<file path="config.mk">
export PLATFORM = sky130hd
export DESIGN_NAME = vec_stream_reader
export DESIGN_NICKNAME = d
export VERILOG_FILES = /design/src/rtl/vec_stream_reader.sv
export SDC_FILE = /design/constraint.sdc
export NUM_CORES = 1
export LEC_CHECK = 0
export ABC_AREA = 0
export ABC_CLOCK_PERIOD_IN_PS = 8420
export CELL_PAD_IN_SITES_DETAIL_PLACEMENT = 1
export CELL_PAD_IN_SITES_GLOBAL_PLACEMENT = 2
export CORE_ASPECT_RATIO = 0.7
export CORE_MARGIN = 5
export CORE_UTILIZATION = 35
export DETAILED_ROUTE_END_ITERATION = 10
export PLACE_DENSITY_LB_ADDON = 0.1
export SYNTH_ARGS = -nofsm -noshare
export SYNTH_HDL_FRONTEND = slang
export SYNTH_SLANG_ARGS = --single-unit
</file>
<file path="constraint.sdc">
create_clock -name clk -period 8.42 [get_ports clk]
set_clock_uncertainty 0.15 [all_clocks]
set_input_delay 2.526 -clock clk [delete_from_list [all_inputs] [get_ports clk]]
set_output_delay 2.526 -clock clk [all_outputs]
set_load 0.01 [all_outputs]
</file>
<file path="src/rtl/vec_stream_reader.sv">
// Strided dual-bank operand fetch: issues 1-cycle-latency SRAM reads and streams
// {A,B} element pairs through a 3-entry output FIFO with start/busy/done control.
module vec_stream_reader #(
  parameter int DATA_WIDTH   = 8,
  parameter int ADDR_WIDTH   = 16,
  parameter int MAX_ELEMENTS = 4096,
  parameter int FIFO_DEPTH   = 3,
  localparam int CNT_W       = $clog2(MAX_ELEMENTS) + 1
) (
  input  logic                  clk,
  input  logic                  rst_n,
  input  logic                  start,
  output logic                  busy,
  output logic                  done,
  input  logic [CNT_W-1:0]      num_elements,
  input  logic [ADDR_WIDTH-1:0] base_a,
  input  logic [ADDR_WIDTH-1:0] base_b,
  input  logic [7:0]            stride_a,
  input  logic [7:0]            stride_b,
  input  logic                  use_b,
  output logic                  mem_a_en,
  output logic [ADDR_WIDTH-1:0] mem_a_addr,
  input  logic [DATA_WIDTH-1:0] mem_a_rdata,
  output logic                  mem_b_en,
  output logic [ADDR_WIDTH-1:0] mem_b_addr,
  input  logic [DATA_WIDTH-1:0] mem_b_rdata,
  output logic [DATA_WIDTH-1:0] data_a,
  output logic [DATA_WIDTH-1:0] data_b,
  output logic                  data_valid,
  input  logic                  data_ready
);

  typedef enum logic [1:0] {IDLE, RUN, DRAIN, DONE} state_t;

  state_t                  state;
  logic [CNT_W-1:0]        num_q;
  logic [CNT_W-1:0]        issued;
  logic [7:0]              stride_a_q;
  logic [7:0]              stride_b_q;
  logic                    use_b_q;
  logic                    vld_p1;
  logic [1:0]              fifo_cnt;
  logic [DATA_WIDTH-1:0]   fa [FIFO_DEPTH];
  logic [DATA_WIDTH-1:0]   fb [FIFO_DEPTH];

  logic                    pop;
  logic [1:0]              cnt_nxt;
  logic [1:0]              wr_idx;
  logic                    room;
  logic                    issue;
  logic [DATA_WIDTH-1:0]   rd_b_p1;
  logic [DATA_WIDTH-1:0]   fa_n [FIFO_DEPTH];
  logic [DATA_WIDTH-1:0]   fb_n [FIFO_DEPTH];

  // Occupancy counts the FIFO after this edge plus the read still on the bus,
  // so a new issue never over-commits the 3 entries.
  assign pop     = data_valid && data_ready;
  assign cnt_nxt = fifo_cnt + 2'(vld_p1) - 2'(pop);
  assign room    = ({1'b0, cnt_nxt} + 3'(mem_a_en)) < 3'(FIFO_DEPTH);
  assign issue   = (state == RUN) && (issued < num_q) && room;
  assign wr_idx  = pop ? fifo_cnt - 2'd1 : fifo_cnt;
  assign rd_b_p1 = use_b_q ? mem_b_rdata : '0;
  assign data_a  = fa[0];
  assign data_b  = fb[0];

  // p1: capture returning read data; head-of-queue is always slot 0
  always_comb begin
    for (int i = 0; i < FIFO_DEPTH; i++) begin
      fa_n[i] = fa[i];
      fb_n[i] = fb[i];
    end
    if (pop) begin
      for (int i = 0; i < FIFO_DEPTH - 1; i++) begin
        fa_n[i] = fa[i+1];
        fb_n[i] = fb[i+1];
      end
    end
    if (vld_p1 && wr_idx != 2'd3) begin
      fa_n[wr_idx] = mem_a_rdata;
      fb_n[wr_idx] = rd_b_p1;
    end
  end

  always_ff @(posedge clk or negedge rst_n) begin
    if (!rst_n) begin
      state      <= IDLE;
      busy       <= 1'b0;
      done       <= 1'b0;
      num_q      <= '0;
      issued     <= '0;
      stride_a_q <= '0;
      stride_b_q <= '0;
      use_b_q    <= 1'b0;
      mem_a_en   <= 1'b0;
      mem_b_en   <= 1'b0;
      mem_a_addr <= '0;
      mem_b_addr <= '0;
      vld_p1     <= 1'b0;
      fifo_cnt   <= '0;
      data_valid <= 1'b0;
      for (int i = 0; i < FIFO_DEPTH; i++) begin
        fa[i] <= '0;
        fb[i] <= '0;
      end
    end else begin
      fifo_cnt   <= cnt_nxt;
      data_valid <= (cnt_nxt != 2'd0);
      for (int i = 0; i < FIFO_DEPTH; i++) begin
        fa[i] <= fa_n[i];
        fb[i] <= fb_n[i];
      end
      vld_p1   <= mem_a_en;
      done     <= 1'b0;
      mem_a_en <= 1'b0;
      mem_b_en <= 1'b0;

      // p0: issue stage, addresses advance from the previously issued one
      case (state)
        IDLE: begin
          if (start) begin
            num_q      <= num_elements;
            stride_a_q <= stride_a;
            stride_b_q <= stride_b;
            use_b_q    <= use_b;
            busy       <= 1'b1;
            if (num_elements == '0) begin
              issued <= '0;
              state  <= DONE;
              done   <= 1'b1;
            end else begin
              issued     <= CNT_W'(1);
              state      <= RUN;
              mem_a_en   <= 1'b1;
              mem_b_en   <= use_b;
              mem_a_addr <= base_a;
              mem_b_addr <= base_b;
            end
          end
        end
        RUN: begin
          if (issue) begin
            mem_a_en   <= 1'b1;
            mem_b_en   <= use_b_q;
            mem_a_addr <= mem_a_addr + ADDR_WIDTH'(stride_a_q);
            mem_b_addr <= mem_b_addr + ADDR_WIDTH'(stride_b_q);
            issued     <= issued + CNT_W'(1);
            if (issued + CNT_W'(1) == num_q) state <= DRAIN;
          end else if (issued == num_q) begin
            state <= DRAIN;
          end
        end
        DRAIN: begin
          if (!mem_a_en && cnt_nxt == 2'd0) begin
            state <= DONE;
            done  <= 1'b1;
          end
        end
        DONE: begin
          state <= IDLE;
          busy  <= 1'b0;
        end
        default: state <= IDLE;
      endcase
    end
  end

endmodule

</file>
==> impl_metrics.toml, run 1 <==
[die]
start_util_pct = 35.5
die_y_um = 134
fp.dieW_um = 187
core_area_mm2 = 0.0216
die-area_mm2 = 0.0250
io_pins = 135
rows = 45

[yosys]
synthFlopType = "dfrtp_1"
ys_seq_area_share_pct = 43.4
synth.largest_area_cell = "dfrtp_1"
synth_edf_count = 0
synth_cell_type_count = 58
syn_inst = 822
synthArstFlopShare_pct = 100
synth_area_leaders = "dfrtp_1, ha_1, mux2_2"
synth_nets = 944
syn_area_per_cell_um2 = 9.33
yosysTopAreaCellShare_pct = 43.4
synth_seq_cells = 133
yosysWarnings = 0
syn_area_mm2 = 0.00767

[clock_tree]
clk_path_buf_depth = 2
cts_hold_buf = 0
path_clk_slew_ps = 60
clkLatencyLatePin_ps = 420
cts_resized = 0
cts_tree = "done"
htreeDepth = 4
cts_setup_buffers = 0
clock_sinks = 133
cts_buffers = 17
root_buffer = "clkbuf_16"

[worst_setup_path]
critPathArrivalTime_ps = 6200
reg2reg_to = "issued[9]"
max_stage_delay_ps = 450
startpoint_type = "input pin"
critPathCaptureType = "flop"
rr_startpoint = "data_valid"
regToRegSetupSlack_ps = 4520
crit_required_ps = 8580
reg2regPathDepth = 14
critPathKind = "in -> reg"
crit_top_cell = "ha_1"
crit_chain = "clkdlybuf4s50_1 -> nand2_2 -> inv_1 -> ha_1 -> inv_1 -> ha_1 -> xnor2_1 -> xnor2_1 -> ha_1 -> a22o_1 -> nor4_1 -> a31oi_1 -> a21o_1 -> or3_1 -> o41ai_1"
slowest_stage = "a21o_1"
crit_path_max_fanout = 25

[timing]
hold_violations = 0
fmax_mhz = 166
post-route-period-util_pct = 71.7
slew_headroom_pct = 22.5
hold_slack_ps = 335
min_period_ps = 6040
setup_tns_ps = 0
slew_viol_final = 0
setup_viol = 0
worst_slew_pin_slew_ps = 1160
rsz0062_at_grt = "false"

[global_routing]
gr-usage-all-layers_pct = 18.7
grt_max_degree = 78
grt_pass1_vias = 7085
antenna_found_initial = 2
globalRouteOverflowTotal = 0
grt_pass1_wl_um = 37600

[job]
drv_cap = 0

[detailed_routing]
routed_via_density = 5.32
drc = 0
drtIter0Drc = 301
drt-wirelength-per-cell_um = 18.8
ant_nets = 0
num_vias = 6488
firstDrtPassIters = 5
routed_wl_um = 22900

[placement]
portBuffers = 134
dp_hpwl_um = 16500
gp_congestion = 0.827

[power]
p_clk_share_pct = 17.6
p_per_area_mw_per_mm2 = 409
intPower_uw = 2310
leakagePower_uw = 0.00420
sw_frac_of_total_pct = 41.7
p_seq_share_pct = 31.2
p_comb_share_pct = 51.1
switching_power_uw = 1650
peakVddDrop_v = 0.000191

[hold_path]
holdPathStages = 2
worstHoldPathType = "reg -> reg"

[finish]
nFillCells = 2473
fin_nets = 1050
finalCoreUtilization_pct = 44.9
final_cell_mix = "dfrtp_1, clkdlybuf4s50_1, nand2_1"
drive_above_1_share_pct = 9.51
area_growth_pct = 26.4

[run_status]
outcome = "finished clean"
## cells by family (layout without fill, tap and decap cells)
| family | after synthesis | count (layout) | share of synthesized area [%] |
|---|---|---|---|
| and+or+nand+nor | 273 | 273 | 17.4 |
| AOI/OAI and AO/OA | 197 | 197 | 15.3 |
| DFF | 133 | 133 | 43.4 |
| buffers and inverters | 89 | 203 | 5.23 |
| muxes | 64 | 64 | 9.00 |
| adders and majority gates | 40 | 40 | 6.72 |
| xor gates and xnor gates | 26 | 26 | 2.97 |
| other | 0 | 1 | 0 |
## final cells by class
| class | instances | area, um^2 | area share, % |
|---|---|---|---|
| flip-flops and latches | 133 | 3330 | 34.3 |
| inverters | 33 | 124 | 1.28 |
| repair buffers | 143 | 1410 | 14.5 |
| clock inverters | 7 | 85.1 | 0.877 |
| multi-input cells | 600 | 3950 | 40.7 |
| diodes | 1 | 2.50 | 0.0258 |
| clock buffers | 20 | 447 | 4.60 |
| well taps | 282 | 353 | 3.64 |
## synthesized netlist by cell type, types with 3 or more instances
cell,n
nor3_1,19
nor2_1,44
clkbuf_1,29
buf_4,16
o22ai_1,12
a211oi_1,5
a2bb2oi_1,3
a21o_1,7
o31ai_1,3
nand3b_1,5
nand3_1,26
and3_1,8
mux2i_1,24
nand2b_1,10
a221oi_1,4
o21ai_0,77
or3_1,3
nand2_1,114
nor4_1,3
or2_2,5
buf_2,5
or4_1,5
and4_1,4
ha_1,38
nand4_1,12
dfrtp_1,133
nor2b_1,7
o221ai_1,6
xnor2_1,21
xor2_1,5
mux2_2,40
a31oi_1,7
a21oi_1,53
buf_1,5
inv_1,33
## worst max-delay path, delay by kind of cell
family	cells	cell delay [ps]
buffers and inverters	3	540
and+or+nand+nor	3	870
AOI/OAI and AO/OA	4	1060
adders and majority gates	3	780
xor gates and xnor gates	2	400
## metal layers
| layer | up-vias | GRT usage, % | routed length, um |
|---|---|---|---|
| met4 | 4 | 4.47 | 227 |
| met5 | - | 0 | 21 |
| li1 | 3117 | - | - |
| met1 | 3221 | 25.2 | 11300 |
| met2 | 125 | 29.8 | 10100 |
| met3 | 21 | 5.70 | 1250 |
## power by group through the flow
stage | clock network (uW) | registers, uW | logic (uW)
after floorplan | 0 | 1170 | 1410
after global placement | 0 | 1230 | 1960
after detailed placement | 0 | 1250 | 2040
after CTS | 720 | 1240 | 2050
after global routing | 752 | 1290 | 2280
final | 700 | 1240 | 2030
## through the flow
stage	total power [uW]	worst slack, ps	instance area [um^2]	instances
4_1_cts	4010	2400	9700	1218
5_1_grt	4320	2150	9700	1218
2_1_floorplan	2570	1840	7670	822
3_3_place_gp	3190	2140	9170	1191
3_5_place_dp	3280	2000	9170	1191
6_report	3970	2380	9700	1219
## worst max-delay path by stage
stage,from,end,depth (start not counted)
after floorplan,data_ready,mem_a_addr[11],17
after global placement,data_ready,issued[9],15
after detailed placement,data_ready,mem_b_addr[10],16
after CTS,data_ready,issued[9],15
after global routing,data_ready,issued[9],15
final,data_ready,issued[9],15
No activity file was read; power rests on OpenSTA's default activity.
==> run 2, diff against run 1 <==
--- a/config.mk
+++ b/config.mk
@@ -6,12 +6,12 @@
 export NUM_CORES = 1
 export LEC_CHECK = 0
 export ABC_AREA = 0
-export ABC_CLOCK_PERIOD_IN_PS = 8420
+export ABC_CLOCK_PERIOD_IN_PS = 5700
 export CELL_PAD_IN_SITES_DETAIL_PLACEMENT = 1
 export CELL_PAD_IN_SITES_GLOBAL_PLACEMENT = 2
 export CORE_ASPECT_RATIO = 0.7
 export CORE_MARGIN = 5
-export CORE_UTILIZATION = 35
+export CORE_UTILIZATION = 33
 export DETAILED_ROUTE_END_ITERATION = 10
 export PLACE_DENSITY_LB_ADDON = 0.1
 export SYNTH_ARGS = -nofsm -noshare
==> constraint.sdc (replaced) <==
create_clock -name clk -period 5.7 [get_ports clk]
set_clock_uncertainty 0.15 [all_clocks]
set_input_delay 1.71 -clock clk [delete_from_list [all_inputs] [get_ports clk]]
set_output_delay 1.71 -clock clk [all_outputs]
set_load 0.01 [all_outputs]
==> impl_metrics.toml, run 2 (same netlist as run 1, synthesis figures left out) <==
[die]
rows = 46
fp.dieW_um = 192
start_util_pct = 33.7
die-area_mm2 = 0.0264
io_pins = 135
die_y_um = 138
core_area_mm2 = 0.0228

[power]
switching_power_uw = 2480
sw_frac_of_total_pct = 41.5
p_per_area_mw_per_mm2 = 608
leakagePower_uw = 0.00425
p_seq_share_pct = 30.5
peakVddDrop_v = 0.000241
p_comb_share_pct = 51.0
p_clk_share_pct = 18.5
intPower_uw = 3490

[worst_setup_path]
critPathKind = "in -> reg"
crit_path_max_fanout = 13
critPathCaptureType = "flop"
crit_required_ps = 5870
rr_startpoint = "data_valid"
cpLargestDelayFamily = "compound AO/OA/AOI/OAI gates"
crit_top_cell = "ha_1"
max_stage_delay_ps = 410
crit_chain = "clkdlybuf4s50_1 -> nand2_2 -> inv_1 -> ha_1 -> inv_1 -> ha_1 -> xnor2_1 -> xnor2_1 -> ha_1 -> a22o_1 -> nor4_1 -> a31oi_1 -> a21o_1 -> or3_1 -> o41ai_1"
reg2reg_to = "issued[9]"
reg2regPathDepth = 14
startpoint_type = "input pin"
slowest_stage = "clkdlybuf4s50_1"
crit_buf_inv = 3
regToRegSetupSlack_ps = 2020
critPathArrivalTime_ps = 5150

[timing]
post-route-period-util_pct = 87.3
hold_violations = 0
slew_headroom_pct = 36.0
setup_viol = 0
min_period_ps = 4980
fmax_mhz = 201
setup_tns_ps = 0
rsz0062_at_grt = "false"
worst_slack_ps = 722
worst_slew_pin_slew_ps = 953
hold_slack_ps = 329
slew_viol_final = 0

[job]
drv_cap = 0

[finish]
finalCoreUtilization_pct = 43.1
fin_cells = 1259
nFillCells = 2591
area_growth_pct = 28.2
final_cell_mix = "dfrtp_1, clkdlybuf4s50_1, nand2_1"
fin_nets = 1055
drive_above_1_share_pct = 10.5

[global_routing]
gr-usage-all-layers_pct = 18.5
grt_pass1_vias = 7014
grt_pass1_wl_um = 38000
antenna_found_initial = 4
globalRouteOverflowTotal = 0
grt_max_degree = 97

[clock_tree]
root_buffer = "clkbuf_16"
cts_setup_buffers = 0
clk_path_buf_depth = 2
cts_buffers = 17
clkLatencyLatePin_ps = 430
htreeDepth = 4
cts_tree = "done"
path_clk_slew_ps = 60
cts_resized = 0
cts_hold_buf = 0
clock_sinks = 133

[hold_path]
holdPathStages = 2
worstHoldPathType = "reg -> reg"

[detailed_routing]
drc = 0
num_vias = 6490
firstDrtPassIters = 4
drtIter0Drc = 341
ant_nets = 0
drt-wirelength-per-cell_um = 18.9
routed_via_density = 5.15
routed_wl_um = 23700

[placement]
gp_congestion = 0.842
dp_worst_setup_slack_ps = 272
dp.cells = 1226
portBuffers = 134
dp_hpwl_um = 17300

[run_status]
outcome = "finished clean"
run 2: worst max path at each step:
stage          startpoint             end  cells after the start
2_1_floorplan  data_ready  mem_b_addr[11]                     17
3_3_place_gp   data_ready       issued[9]                     15
3_5_place_dp   data_ready       issued[9]                     15
4_1_cts        data_ready       issued[9]                     15
5_1_grt        data_ready       issued[9]                     15
6_report       data_ready       issued[9]                     15
run 2: routing by layer:
metal  part of all wire (%)  global-route usage, %  up-vias
li1                       -                      -     3142
met1                     48                   25.1     3209
met2                     46                   29.4      110
met3                    4.9                   5.12       23
met4                    1.0                   4.43        6
met5                   0.15                      0        -
run 2: stage by stage:
| stage | total power, uW | instance area [um^2] |
|---|---|---|
| floorplan | 3800 | 7670 |
| global placement | 4750 | 9240 |
| detailed placement | 4900 | 9240 |
| CTS | 6060 | 9830 |
| global route | 6490 | 9830 |
| finish | 5970 | 9830 |
run 2: worst min-delay path: stages, from the launching register on:
cell and delay [ps]:
dfrtp_1 340, nand2_1 40, o21ai_0 60
run 2: cell type report:
| cell class | count | area, um^2 | area share [%] |
|---|---|---|---|
| sequential | 133 | 3330 | 33.8 |
| antenna | 1 | 2.50 | 0.0254 |
| tap | 312 | 390 | 3.97 |
| timing repair buffer | 148 | 1450 | 14.7 |
| inverter | 33 | 124 | 1.26 |
| clock inverter | 8 | 97.6 | 0.992 |
| multi-input combinational | 600 | 3950 | 40.2 |
| clock buffer | 24 | 492 | 5.00 |
run 2: power by group through the flow:
stage	logic [uW]	registers, uW	clock network [uW]
3_5_place_dp	3060	1840	0
3_3_place_gp	2940	1810	0
5_1_grt	3420	1890	1180
6_report	3050	1820	1110
2_1_floorplan	2080	1720	0
4_1_cts	3090	1830	1140
